`config.mk`:
```
export PLATFORM = sky130hd
export DESIGN_NAME = mem_store_controller_flat
export DESIGN_NICKNAME = d
export VERILOG_FILES = /design/src/rtl/mem_store_controller_if.sv /design/src/rtl/mem_store_controller.sv /design/src/flat_wrapper.sv
export SDC_FILE = /design/constraint.sdc
export NUM_CORES = 1
export LEC_CHECK = 0
export BUFFER_PORTS_ARGS = -buffer_cell sky130_fd_sc_hd__buf_4
export CAP_MARGIN = 20
export CORE_UTILIZATION = 50
export DETAILED_ROUTE_END_ITERATION = 10
export PLACE_DENSITY = 0.87
export SLEW_MARGIN = 0
export SYNTH_ARGS = -nofsm -noshare
export SYNTH_HDL_FRONTEND = slang
export SYNTH_SLANG_ARGS = --single-unit
```
`constraint.sdc`:
```
create_clock -name clock -period 3.7 [get_ports clock]
set_input_delay 0.555 -clock clock [delete_from_list [all_inputs] [get_ports clock]]
set_output_delay 0.555 -clock clock [all_outputs]
set_load 0.01 [all_outputs]
```
`src/rtl/mem_store_controller_if.sv`:
```
// Bus bundle for mem_store_controller: command input, IM/DM read port and external memory write port.
interface mem_store_controller_if;
    logic [35:0] rom_ir;
    logic        cmd_valid;
    logic        cmd_ready;
    logic        src_enable;
    logic        src_en_read;
    logic        src_sel;
    logic [9:0]  src_addr;
    logic [31:0] src_rdata;
    logic        mem_enable;
    logic        mem_en_write;
    logic [13:0] mem_addr;
    logic [31:0] mem_wdata;
    logic        mem_ready;
    logic [15:0] total_words;
    logic        store_done;
    logic        cmd_err;
    logic        eop;

    modport master (
        input  rom_ir, cmd_valid, src_rdata, mem_ready,
        output cmd_ready, src_enable, src_en_read, src_sel, src_addr,
               mem_enable, mem_en_write, mem_addr, mem_wdata,
               total_words, store_done, cmd_err, eop
    );

    modport slave (
        output rom_ir, cmd_valid, src_rdata, mem_ready,
        input  cmd_ready, src_enable, src_en_read, src_sel, src_addr,
               mem_enable, mem_en_write, mem_addr, mem_wdata,
               total_words, store_done, cmd_err, eop
    );
endinterface

```
`src/rtl/mem_store_controller.sv`:
```
// Write-back controller: copies size>>5 consecutive IM/DM words to external memory,
// one read / capture / write triple per word.
//
// state     | meaning
// ----------+------------------------------------------------------------
// S_IDLE    | cmd_ready=1, decode and accept one command
// S_READ    | strobe IM/DM read at src_addr
// S_CAPTURE | register src_rdata into mem_wdata
// S_WRITE   | hold write strobe until mem_ready, then advance addresses
// S_DONE    | set store_done, return to IDLE
module mem_store_controller #(
    parameter logic [9:0] IM_START = 10'h080,
    parameter logic [9:0] DM_START = 10'h000
) (
    input  logic                   clock,
    input  logic                   reset,
    mem_store_controller_if.master bus
);
    typedef enum logic [2:0] {
        S_IDLE,
        S_READ,
        S_CAPTURE,
        S_WRITE,
        S_DONE
    } state_t;

    state_t      state, state_nxt;
    logic [15:0] word_cnt;
    logic        accept;
    logic        cmd_zero;
    logic        cmd_rst;
    logic        cmd_en;
    logic        cmd_sel;
    logic        cmd_read;
    logic [15:0] cmd_start;
    logic [15:0] cmd_words;
    logic        cmd_store;
    logic        cmd_load;
    logic        wr_accept;
    logic        last_word;

    assign accept    = bus.cmd_valid && (state == S_IDLE);
    assign cmd_zero  = (bus.rom_ir == 36'd0);
    assign cmd_rst   = bus.rom_ir[35];
    assign cmd_en    = bus.rom_ir[34];
    assign cmd_sel   = bus.rom_ir[33];
    assign cmd_read  = bus.rom_ir[32];
    assign cmd_start = bus.rom_ir[31:16];
    assign cmd_words = {5'd0, bus.rom_ir[15:5]};

    // Decode priority: all-zero end marker, then rst, then en, then direction.
    assign cmd_store = accept && !cmd_zero && !cmd_rst && cmd_en && !cmd_read;
    assign cmd_load  = accept && !cmd_zero && !cmd_rst && cmd_en &&  cmd_read;
    assign wr_accept = (state == S_WRITE) && bus.mem_ready;
    assign last_word = (word_cnt == bus.total_words - 16'd1);

    always_ff @(posedge clock or posedge reset) begin
        if (reset) state <= S_IDLE;
        else       state <= state_nxt;
    end

    always_comb begin
        state_nxt = state;
        case (state)
            S_IDLE:    if (cmd_store) state_nxt = (cmd_words == 16'd0) ? S_DONE : S_READ;
            S_READ:    state_nxt = S_CAPTURE;
            S_CAPTURE: state_nxt = S_WRITE;
            S_WRITE:   if (bus.mem_ready) state_nxt = last_word ? S_DONE : S_READ;
            S_DONE:    state_nxt = S_IDLE;
            default:   state_nxt = S_IDLE;
        endcase
    end

    always_comb begin
        bus.cmd_ready    = 1'b0;
        bus.src_enable   = 1'b0;
        bus.src_en_read  = 1'b0;
        bus.mem_enable   = 1'b0;
        bus.mem_en_write = 1'b0;
        case (state)
            S_IDLE:  bus.cmd_ready = 1'b1;
            S_READ: begin
                bus.src_enable  = 1'b1;
                bus.src_en_read = 1'b1;
            end
            S_WRITE: begin
                bus.mem_enable   = 1'b1;
                bus.mem_en_write = 1'b1;
            end
            default: ;
        endcase
    end

    always_ff @(posedge clock or posedge reset) begin
        if (reset) begin
            bus.src_sel     <= 1'b0;
            bus.src_addr    <= 10'd0;
            bus.mem_addr    <= 14'd0;
            bus.mem_wdata   <= 32'd0;
            bus.total_words <= 16'd0;
            bus.store_done  <= 1'b0;
            bus.cmd_err     <= 1'b0;
            bus.eop         <= 1'b0;
            word_cnt        <= 16'd0;
        end else begin
            if (accept && cmd_zero) bus.eop <= 1'b1;
            if (accept && !cmd_zero && cmd_rst) begin
                bus.store_done <= 1'b0;
                bus.cmd_err    <= 1'b0;
            end
            if (cmd_load) bus.cmd_err <= 1'b1;
            if (cmd_store) begin
                bus.src_sel     <= cmd_sel;
                bus.total_words <= cmd_words;
                bus.mem_addr    <= cmd_start[13:0];
                bus.src_addr    <= cmd_sel ? DM_START : IM_START;
                bus.store_done  <= 1'b0;
                word_cnt        <= 16'd0;
            end
            if (state == S_CAPTURE) bus.mem_wdata <= bus.src_rdata;
            // IM is byte addressed, DM is word addressed.
            if (wr_accept) begin
                word_cnt     <= word_cnt + 16'd1;
                bus.mem_addr <= bus.mem_addr + 14'd1;
                bus.src_addr <= bus.src_addr + (bus.src_sel ? 10'd1 : 10'd4);
            end
            if (state == S_DONE) bus.store_done <= 1'b1;
        end
    end
endmodule
```
`src/flat_wrapper.sv`:
```
// flat-port wrapper written by rule: the top's interface ports become plain ports
module mem_store_controller_flat 
#(
    parameter logic [9:0] IM_START = 10'h080,
    parameter logic [9:0] DM_START = 10'h000
)
  (clock, reset, bus_rom_ir, bus_cmd_valid, bus_src_rdata, bus_mem_ready, bus_cmd_ready, bus_src_enable, bus_src_en_read, bus_src_sel, bus_src_addr, bus_mem_enable, bus_mem_en_write, bus_mem_addr, bus_mem_wdata, bus_total_words, bus_store_done, bus_cmd_err, bus_eop);
  mem_store_controller_if bus_i ();
  input  logic clock;
  input  logic reset;
  input wire logic [$bits(bus_i.rom_ir)-1:0] bus_rom_ir;
  input wire logic [$bits(bus_i.cmd_valid)-1:0] bus_cmd_valid;
  input wire logic [$bits(bus_i.src_rdata)-1:0] bus_src_rdata;
  input wire logic [$bits(bus_i.mem_ready)-1:0] bus_mem_ready;
  output wire logic [$bits(bus_i.cmd_ready)-1:0] bus_cmd_ready;
  output wire logic [$bits(bus_i.src_enable)-1:0] bus_src_enable;
  output wire logic [$bits(bus_i.src_en_read)-1:0] bus_src_en_read;
  output wire logic [$bits(bus_i.src_sel)-1:0] bus_src_sel;
  output wire logic [$bits(bus_i.src_addr)-1:0] bus_src_addr;
  output wire logic [$bits(bus_i.mem_enable)-1:0] bus_mem_enable;
  output wire logic [$bits(bus_i.mem_en_write)-1:0] bus_mem_en_write;
  output wire logic [$bits(bus_i.mem_addr)-1:0] bus_mem_addr;
  output wire logic [$bits(bus_i.mem_wdata)-1:0] bus_mem_wdata;
  output wire logic [$bits(bus_i.total_words)-1:0] bus_total_words;
  output wire logic [$bits(bus_i.store_done)-1:0] bus_store_done;
  output wire logic [$bits(bus_i.cmd_err)-1:0] bus_cmd_err;
  output wire logic [$bits(bus_i.eop)-1:0] bus_eop;
  assign bus_i.rom_ir = bus_rom_ir;
  assign bus_i.cmd_valid = bus_cmd_valid;
  assign bus_i.src_rdata = bus_src_rdata;
  assign bus_i.mem_ready = bus_mem_ready;
  assign bus_cmd_ready = bus_i.cmd_ready;
  assign bus_src_enable = bus_i.src_enable;
  assign bus_src_en_read = bus_i.src_en_read;
  assign bus_src_sel = bus_i.src_sel;
  assign bus_src_addr = bus_i.src_addr;
  assign bus_mem_enable = bus_i.mem_enable;
  assign bus_mem_en_write = bus_i.mem_en_write;
  assign bus_mem_addr = bus_i.mem_addr;
  assign bus_mem_wdata = bus_i.mem_wdata;
  assign bus_total_words = bus_i.total_words;
  assign bus_store_done = bus_i.store_done;
  assign bus_cmd_err = bus_i.cmd_err;
  assign bus_eop = bus_i.eop;
  mem_store_controller #(.IM_START(IM_START), .DM_START(DM_START)) u_core (.clock(clock), .reset(reset), .bus(bus_i));
endmodule
```
==> flow_metrics.tcl, run 1 <==
set metrics [dict create \
    status "finished clean" \
    start_util 0.513 \
    finalSetupTns_ns 0 \
    grt_pass1_wl_mm 20.0 \
    seq_area_frac_synth 0.479 \
    fmax_ghz 0.382 \
    port_buffers 147 \
    drc 0 \
    die_x_um 99.0 \
    vdd_ir_drop_max_mv 0.373 \
    grt.overflow.total 0 \
    synth_ff_type "dfrtp_1" \
    crit_fanout 10 \
    netlist-cell-type-count 59 \
    drv_cap 0 \
    fin_ws_ns 1.08 \
    synth-edff-count 0 \
    clk_pin_slew_ns 0.10 \
    grt_pass1_vias 4084 \
    area_delta_synth_final_pct 27.7 \
    grtUsageTotal 0.260 \
    grt_setup_unrepaired "no" \
    wl_per_cell_um 16.9 \
    worst_hold_path_type "input pin to asynchronous set/reset pin" \
    syn_area_sq_um 4700 \
    netlist_instances 469 \
    ios 153 \
    cts_hold_buffers 0 \
    postCtsSetupBuffers 0 \
    fin_crit_sh 0.708 \
    yosysWarnings 0 \
    dp_hpwl_mm 8.72 \
    cts_tree "yes" \
    core_sq_um 9150 \
    rows 35 \
    cp-start-kind "flop" \
    p_leak_nw 2.84 \
    finalHoldViolations 0 \
    postSynthAreaPerCell_sq_um 10.0 \
    slew_violations 0 \
    final_util 0.656 \
    numCtsBuffers 9 \
    cts.repair.resized 0 \
    cts-root-buf "clkbuf_8" \
    nNetsFinal 682 \
    drtIter0Drc 333 \
    power_density_nw_per_um2 708 \
    synth_area_leader_cell "dfrtp_1" \
    ctsLongestPathBuffers 2 \
    yosysTopAreaCellShare 0.479 \
    grt_max_degree 60 \
    n_antenna_cell 0 \
    holdWs_ns 0.243 \
    drt_wl_total_mm 12.2 \
    cp.required_ns 3.96 \
    drive_gt1_frac 0.351 \
    dr.pass1.iters 5 \
    clock_skew_ns 0.0126 \
    ant_nets 0 \
    die_y_um 99.0 \
    insertion_delay_ns 0.38 \
    htree_levels 3 \
    critPathCaptureType "flop" \
    floorplan.die_area_sq_um 9790 \
    antenna_found_initial 0 \
    viasPerCell 5.88 \
    crit_type "flop to flop" \
    clock_sinks 90 \
    synthArstFlopShare 1.00 \
    slew_headroom 0.453 \
    yosys-top-cells-area "dfrtp_1, mux2_2, nand2_1" \
    finalCriticalPeriod_ns 2.62 \
    synth_seq_cells 90 \
    setup_viol 0 \
    place.gp.congestion 0.992 \
    dp_slack_ns 1.12 \
    arrival_ns 2.88 \
    route.vias.total 4237 \
    p_total_mw 4.25 \
    tightestPinTransition_ns 0.817 \
]
layout make-up:
cell class	instances	area, sq um
clock buffers	9	124
clock inverters	7	76.3
fillers	706	3150
inverters	10	38.8
multi-input cells	340	2220
flip-flops and latches	90	2250
well taps	111	139
repair buffers	153	1150
placed cells by master (no fill, tap or decap), types with 9 or more instances in the layout:
master,n
mux2_2,33
nor3_1,9
nand3_1,25
buf_4,153
xor2_1,11
clkbuf_8,9
and3_1,17
inv_1,9
a21oi_1,11
nor4_1,11
o21ai_0,44
nand2_1,63
nor2_1,20
dfrtp_1,90
metrics by stage:
step                      instance area, sq um  cells
after floorplan                           4710    473
final                                     6000    720
after CTS                                 6000    720
after global placement                    5800    704
after global routing                      6000    720
after detailed placement                  5800    704
state kept, by name, summed over array words and instances (netlist names):
name                    count
u_core.bus.mem_addr        14
u_core.bus.cmd_err          1
u_core.bus.src_sel          1
u_core.bus.total_words     11
u_core.bus.mem_wdata       32
u_core.bus.store_done       1
u_core.state                3
u_core.word_cnt            16
u_core.bus.src_addr        10
u_core.bus.eop              1
path summary, 6_finish.rpt:
| kind | from | end | slack [ns] | cells after the start |
|---|---|---|---|---|
| max | u_core.bus.total_words[0]$_DFFE_PP0P_ | u_core.state[0]$_DFFE_PP0P_ | 1.08 | 7 |
| max reg2reg | u_core.bus.total_words[0]$_DFFE_PP0P_ | u_core.state[0]$_DFFE_PP0P_ | 1.08 | 7 |
| min | reset | u_core.bus.mem_wdata[15]$_DFFE_PP0N_ | 0.24 | 3 |
| min in group clock | bus_rom_ir[35] | u_core.bus.cmd_err$_DFFE_PP0P_ | 0.37 | 2 |
| min reg2reg | u_core.bus.src_addr[9]$_DFFE_PP0P_ | u_core.bus.src_addr[9]$_DFFE_PP0P_ | 0.50 | 1 |
| max in group asynchronous | reset | u_core.word_cnt[15]$_DFFE_PP0P_ | 2.81 | 3 |
worst max-delay path: stages (launching register included):
cell and delay, ns:
dfrtp_1 0.51, inv_1 0.14, ha_1 0.37, or3b_2 0.53
or4_4 0.50, o211ai_2 0.08, o2111ai_2 0.20, o2bb2ai_1 0.18
routing by layer:
| layer | global-route usage | part of all wire | wire length (um) | vias to the layer above |
|---|---|---|---|---|
| met5 | 0 | 0 | 0 | - |
| met4 | 0.113 | 0.020 | 242 | 0 |
| met3 | 0.0638 | 0.085 | 1030 | 30 |
| met2 | 0.425 | 0.50 | 6060 | 225 |
| met1 | 0.329 | 0.40 | 4840 | 2027 |
| li1 | - | - | - | 1955 |
power by group:
group,internal [mW],switching (mW)
Combinational,0.963,0.891
Clock,0.317,0.381
Sequential,1.33,0.371
cell usage after synthesis (2+ instances only):
cell and instances:
xnor2_1 5, ha_1 6, a21oi_1 11, xor2_1 11, o21a_1 2, a221o_1 8, and2_1 2, or4_1 2
buf_2 4, and3_1 17, nor2b_1 5, buf_6 6, a31oi_1 5, nand2_1 63, buf_4 9, dfrtp_1 90
nor3b_1 6, nand4_1 8, or4_4 2, nor4_1 11, mux2i_1 3, clkbuf_1 12, nor3_1 9, o311ai_0 2
nand2b_1 3, nor2_1 20, and4_1 3, o211ai_1 5, mux2_2 33, inv_1 10, nand3_1 25, o21ai_0 44
cell families (layout without fill, tap and decap cells):
logic type      count (synthesis)  in the layout  synth area share
simple gates                  182            182             0.199
compound gates                 95             95             0.137
flops                          90             90             0.479
buf+inv                        43            179            0.0524
mux                            36             36            0.0855
xor+xnor                       16             16            0.0298
fa+ha+maj                       6              6            0.0160
other cells                     1              5          0.000798
No activity file was read; power rests on OpenSTA's default activity.
==> run 2, diff against run 1 <==
Clock period 3.7 ns to 2.5 ns, I/O delays scaled along.
==> run 2 against run 1 <==
Sequential share of layout area decreased by 0.19 points; count of clock-buffer cells in the layout increased by 1; via count decreased by 0.78%; maximum frequency increased by 11%; global-route usage decreased by 0.30 points; first-iteration DRC count decreased by 10%; die area unchanged; critical path depth unchanged; clock skew decreased by 0.0039 ns; sequential cell count unchanged; non-clock buffer count increased by 5; critical path type unchanged; critical endpoint unchanged; largest cell class unchanged; largest power group unchanged.
==> flow_metrics.tcl, run 2 (synthesized netlist as in run 1, its figures left out) <==
set metrics [dict create \
    p_leak_nw 2.85 \
    nNetsFinal 687 \
    port_buffers 147 \
    postCtsSetupBuffers 0 \
    drive_gt1_frac 0.356 \
    floorplan.die_area_sq_um 9790 \
    rows 35 \
    critPathTopFamily "simple AND/OR/NAND/NOR gates" \
    cts.repair.resized 0 \
    area_delta_synth_final_pct 28.3 \
    status "finished clean" \
    finalCriticalPeriod_ns 2.35 \
    p_sw_mw 2.42 \
    grt_pass1_vias 4072 \
    die_y_um 99.0 \
    fmax_ghz 0.425 \
    slew_headroom 0.398 \
    slew_violations 0 \
    top_regs "u_core.bus.mem_wdata (32), u_core.word_cnt (16), u_core.bus.mem_addr (14)" \
    clock_sinks 90 \
    worst_hold_path_type "input pin to asynchronous set/reset pin" \
    cp.buffers_inverters 1 \
    start_util 0.513 \
    route.vias.total 4204 \
    p_total_mw 6.23 \
    ios 153 \
    dp_hpwl_mm 9.04 \
    antenna_found_initial 0 \
    drt_wl_total_mm 12.2 \
    finalHoldViolations 0 \
    drc 0 \
    dr.pass1.iters 5 \
    viasPerCell 5.81 \
    cts-root-buf "clkbuf_8" \
    p_comb_frac 0.450 \
    insertion_delay_ns 0.36 \
    cts_hold_buffers 0 \
    drtIter0Drc 299 \
    cp-start-kind "flop" \
    core_sq_um 9150 \
    finalSetupTns_ns 0 \
    vdd_ir_drop_max_mv 0.603 \
    cts_tree "yes" \
    n_antenna_cell 0 \
    htree_levels 3 \
    arrival_ns 2.60 \
    grt_setup_unrepaired "no" \
    clock_skew_ns 0.00867 \
    seq_power_share 0.401 \
    switching_share 0.388 \
    wl_per_cell_um 16.9 \
    cp.required_ns 2.74 \
    clk_pin_slew_ns 0.09 \
    ctsLongestPathBuffers 2 \
    grt_pass1_wl_mm 19.7 \
    fin_crit_sh 0.942 \
    critical_path.max_stage_delay_ns 0.51 \
    final_common_cell "buf_4" \
    largest_reg_flops 32 \
    drv_cap 0 \
    internal-power_mw 3.81 \
    critPathSlowestCell "or3b_2" \
    die_x_um 99.0 \
    layout_common_cells "buf_4, dfrtp_1, nand2_1, o21ai_0, mux2_2" \
    grtUsageTotal 0.257 \
    grt.overflow.total 0 \
    power_density_nw_per_um2 1030 \
    crit_chain "inv_1, ha_1, or3b_2, or4_4, o211ai_2, o2111ai_2, o2bb2ai_1" \
    crit_type "flop to flop" \
    grt_max_degree 70 \
    tightestPinTransition_ns 0.900 \
    ant_nets 0 \
    final_util 0.659 \
    regMostFlops "u_core.bus.mem_wdata" \
    setup_viol 0 \
    p_clk_frac 0.148 \
    critPathCaptureType "flop" \
    place.gp.congestion 0.906 \
    crit_fanout 9 \
    numCtsBuffers 9 \
]
-- run 2: final cells by class --
class	count	area [sq um]
multi-input combinational	340	2220
fill	702	3120
tap	111	139
clock inverter	5	40.0
timing repair buffer	158	1200
sequential	90	2250
inverter	10	41.3
clock buffer	10	138
-- run 2: metrics by stage --
step | std cells | setup WS [ns] | area, sq um | hold WS (ns)
after floorplan | 473 | 0.160 | 4720 | 0.461
after global placement | 709 | 0.245 | 5850 | 0.428
after detailed placement | 709 | 0.179 | 5850 | 0.438
after CTS | 724 | 0.151 | 6030 | 0.0492
after global routing | 724 | 0.00404 | 6030 | 0.0594
final | 724 | 0.145 | 6030 | 0.0411
-- run 2: metal layers --
layer,share of wire,global-route usage,up-vias
li1,-,-,1967
met4,0.017,0.0873,0
met5,0,0,-
met2,0.50,0.434,202
met3,0.074,0.0645,21
met1,0.41,0.323,2014
-- run 2: worst register-to-register path, cell delays in order (launching register included) --
cell,delay (ns)
dfrtp_1,0.49
inv_1,0.11
ha_1,0.16
or3b_2,0.51
or4_4,0.50
o211ai_2,0.08
o2111ai_2,0.20
o2bb2ai_1,0.19
-- run 2: worst paths after layout --
kind	slack (ns)	depth (start not counted)	to	startpoint
min in group clock	0.21	2	u_core.bus.cmd_err$_DFFE_PP0P_	bus_rom_ir[35]
worst min register to register	0.48	1	u_core.bus.src_addr[9]$_DFFE_PP0P_	u_core.bus.src_addr[9]$_DFFE_PP0P_
worst max register to register	0.15	7	u_core.state[0]$_DFFE_PP0P_	u_core.bus.total_words[1]$_DFFE_PP0P_
worst max-delay path	0.15	7	u_core.state[0]$_DFFE_PP0P_	u_core.bus.total_words[1]$_DFFE_PP0P_
max in group asynchronous	1.73	3	u_core.word_cnt[0]$_DFFE_PP0P_	reset
worst min-delay path	0.04	2	u_core.bus.mem_wdata[19]$_DFFE_PP0N_	reset
-- run 2: power groups by stage --
| stage | Clock (mW) | Sequential [mW] | Combinational, mW |
|---|---|---|---|
| 2_1_floorplan | 0 | 2.57 | 1.52 |
| 3_3_place_gp | 0 | 2.46 | 2.72 |
| 3_5_place_dp | 0 | 2.51 | 2.82 |
| 4_1_cts | 0.942 | 2.49 | 2.82 |
| 5_1_grt | 1.00 | 2.57 | 3.05 |
| 6_report | 0.923 | 2.50 | 2.81 |
==> run 3, diff against run 2 <==
Settings changed: MAX_ROUTING_LAYER set to met4.
==> run 3 against run 2 <==
Non-clock buffer count is the same; worst hold slack better by 0.015 ns; first-iteration DRC count shrank 6.0%; register-to-register slack improved by 0.06 ns; core utilization increased by 0.21 points; setup slack improved by 0.058 ns; sequential cell count unchanged; clock skew rose by 0.00076 ns; combinational power barely moved; maximum frequency grew 2.5%; clock power up 7.3%; count of clock-buffer cells in the layout unchanged.
==> flow_metrics.tcl, run 3 (synthesized netlist as in run 1, its figures left out) <==
set metrics [dict create \
    p_clk_frac 0.158 \
    switching_share 0.390 \
    postCtsSetupBuffers 0 \
    cts.repair.resized 0 \
    ant_nets 0 \
    numCtsBuffers 9 \
    area_delta_synth_final_pct 28.7 \
    top_regs "u_core.bus.mem_wdata (32), u_core.word_cnt (16), u_core.bus.mem_addr (14)" \
    viasPerCell 5.87 \
    clock_skew_ns 0.00944 \
    dr.pass1.iters 5 \
    crit_type "flop to flop" \
    arrival_ns 2.55 \
    ctsLongestPathBuffers 2 \
    grt_setup_unrepaired "no" \
    internal-power_mw 3.84 \
    insertion_delay_ns 0.36 \
    rows 35 \
    worst_hold_path_type "input pin to asynchronous set/reset pin" \
    nNetsFinal 687 \
    multi_input_area_sq_um 2220 \
    cts_hold_buffers 0 \
    clock_sinks 90 \
    dp_slack_ns 0.213 \
    critPathCaptureType "flop" \
    seq_power_share 0.395 \
    clk_pin_slew_ns 0.10 \
    drt_wl_total_mm 12.2 \
    fillers 721 \
    p_comb_frac 0.448 \
    register_area_sq_um 2250 \
    vdd_ir_drop_max_mv 0.563 \
    cp-start-kind "flop" \
    critical_path.max_stage_delay_ns 0.60 \
    largest_reg_flops 32 \
    grt_max_degree 67 \
    stdcell_count 725 \
    crit_fanout 8 \
    core_sq_um 9150 \
    final_common_cell "buf_4" \
    n_antenna_cell 0 \
    final_util 0.661 \
    cp.buffers_inverters 1 \
    grt.overflow.total 0 \
    fin_ws_ns 0.203 \
    die_x_um 99.0 \
    crit_chain "buf_4, or4_1, nor4_1, nand2_1, o31ai_1, o2111ai_2, o2bb2ai_1" \
    finalHoldViolations 0 \
    regMostFlops "u_core.bus.mem_wdata" \
    grt_pass1_vias 4145 \
    dp_cells 709 \
    power_density_nw_per_um2 1040 \
    cts_tree "yes" \
    place.gp.congestion 0.982 \
    drc 0 \
    fmax_ghz 0.435 \
    route.vias.total 4258 \
    grt_pass1_wl_mm 19.7 \
    finalCriticalPeriod_ns 2.30 \
    p_sw_mw 2.45 \
    critPathTopFamily "simple AND/OR/NAND/NOR gates" \
    slew_headroom 0.386 \
    slew_violations 0 \
    drive_gt1_frac 0.357 \
    htree_levels 3 \
    die_y_um 99.0 \
    p_leak_nw 2.87 \
    cp.required_ns 2.75 \
    floorplan.die_area_sq_um 9790 \
    drtIter0Drc 281 \
    cts-root-buf "clkbuf_8" \
    setup_viol 0 \
    status "finished clean" \
    finalSetupTns_ns 0 \
    tightestPinTransition_ns 0.918 \
    start_util 0.513 \
    critPathSlowestCell "or4_1" \
    fin_crit_sh 0.919 \
    drv_cap 0 \
    layout_common_cells "buf_4, dfrtp_1, nand2_1, o21ai_0, mux2_2" \
    dp_hpwl_mm 8.93 \
    port_buffers 147 \
    ios 153 \
    wl_per_cell_um 16.9 \
    grtUsageTotal 0.262 \
    antenna_found_initial 0 \
]
## run 3: cell count changes in the layout (fill, tap and decap cells not counted), sizes merged
cell / before / now
clkinv: 1 / 2
clkinvlp: 4 / 2
inv: 10 / 12
## run 3: final timing paths
kind | slack [ns] | end | depth (start not counted) | start
worst max register to register | 0.20 | u_core.state[0]$_DFFE_PP0P_ | 7 | u_core.bus.total_words[0]$_DFFE_PP0P_
worst min register to register | 0.51 | u_core.bus.eop$_DFFE_PP0P_ | 1 | u_core.bus.eop$_DFFE_PP0P_
worst min-delay path | 0.06 | u_core.bus.mem_wdata[29]$_DFFE_PP0N_ | 2 | reset
worst max-delay path | 0.20 | u_core.state[0]$_DFFE_PP0P_ | 7 | u_core.bus.total_words[0]$_DFFE_PP0P_
max in group asynchronous | 1.74 | u_core.bus.total_words[4]$_DFFE_PP0P_ | 3 | reset
min in group clock | 0.19 | u_core.bus.cmd_err$_DFFE_PP0P_ | 2 | bus_rom_ir[35]
## run 3: metrics by stage
step | hold WS [ns] | area, sq um | total power, mW
after CTS | 0.0629 | 6050 | 6.31
final | 0.0564 | 6050 | 6.29
after floorplan | 0.461 | 4720 | 4.09
after detailed placement | 0.470 | 5850 | 5.31
after global placement | 0.450 | 5850 | 5.21
after global routing | 0.0788 | 6050 | 6.68
## run 3: power groups by stage
stage               sequential, mW  clock (mW)  combinational [mW]
global placement              2.45           0                2.76
detailed placement            2.49           0                2.82
floorplan                     2.57           0                1.52
finish                        2.48       0.990                2.81
global route                  2.55        1.07                3.06
CTS                           2.47        1.01                2.83
## run 3: cell type report
class	count	area share
clock buffer	10	0.0228
clock inverter	6	0.00972
inverter	10	0.00683
multi-input combinational	340	0.367
sequential	90	0.372
tap	111	0.0230
timing repair buffer	158	0.198
## run 3: routing by layer
metal	global-route usage	vias up	routed length, um
met1	0.325	2097	5170
li1	-	1968	-
met2	0.429	169	6050
met4	0.103	0	250
met3	0.0418	24	756
met5	-	-	0
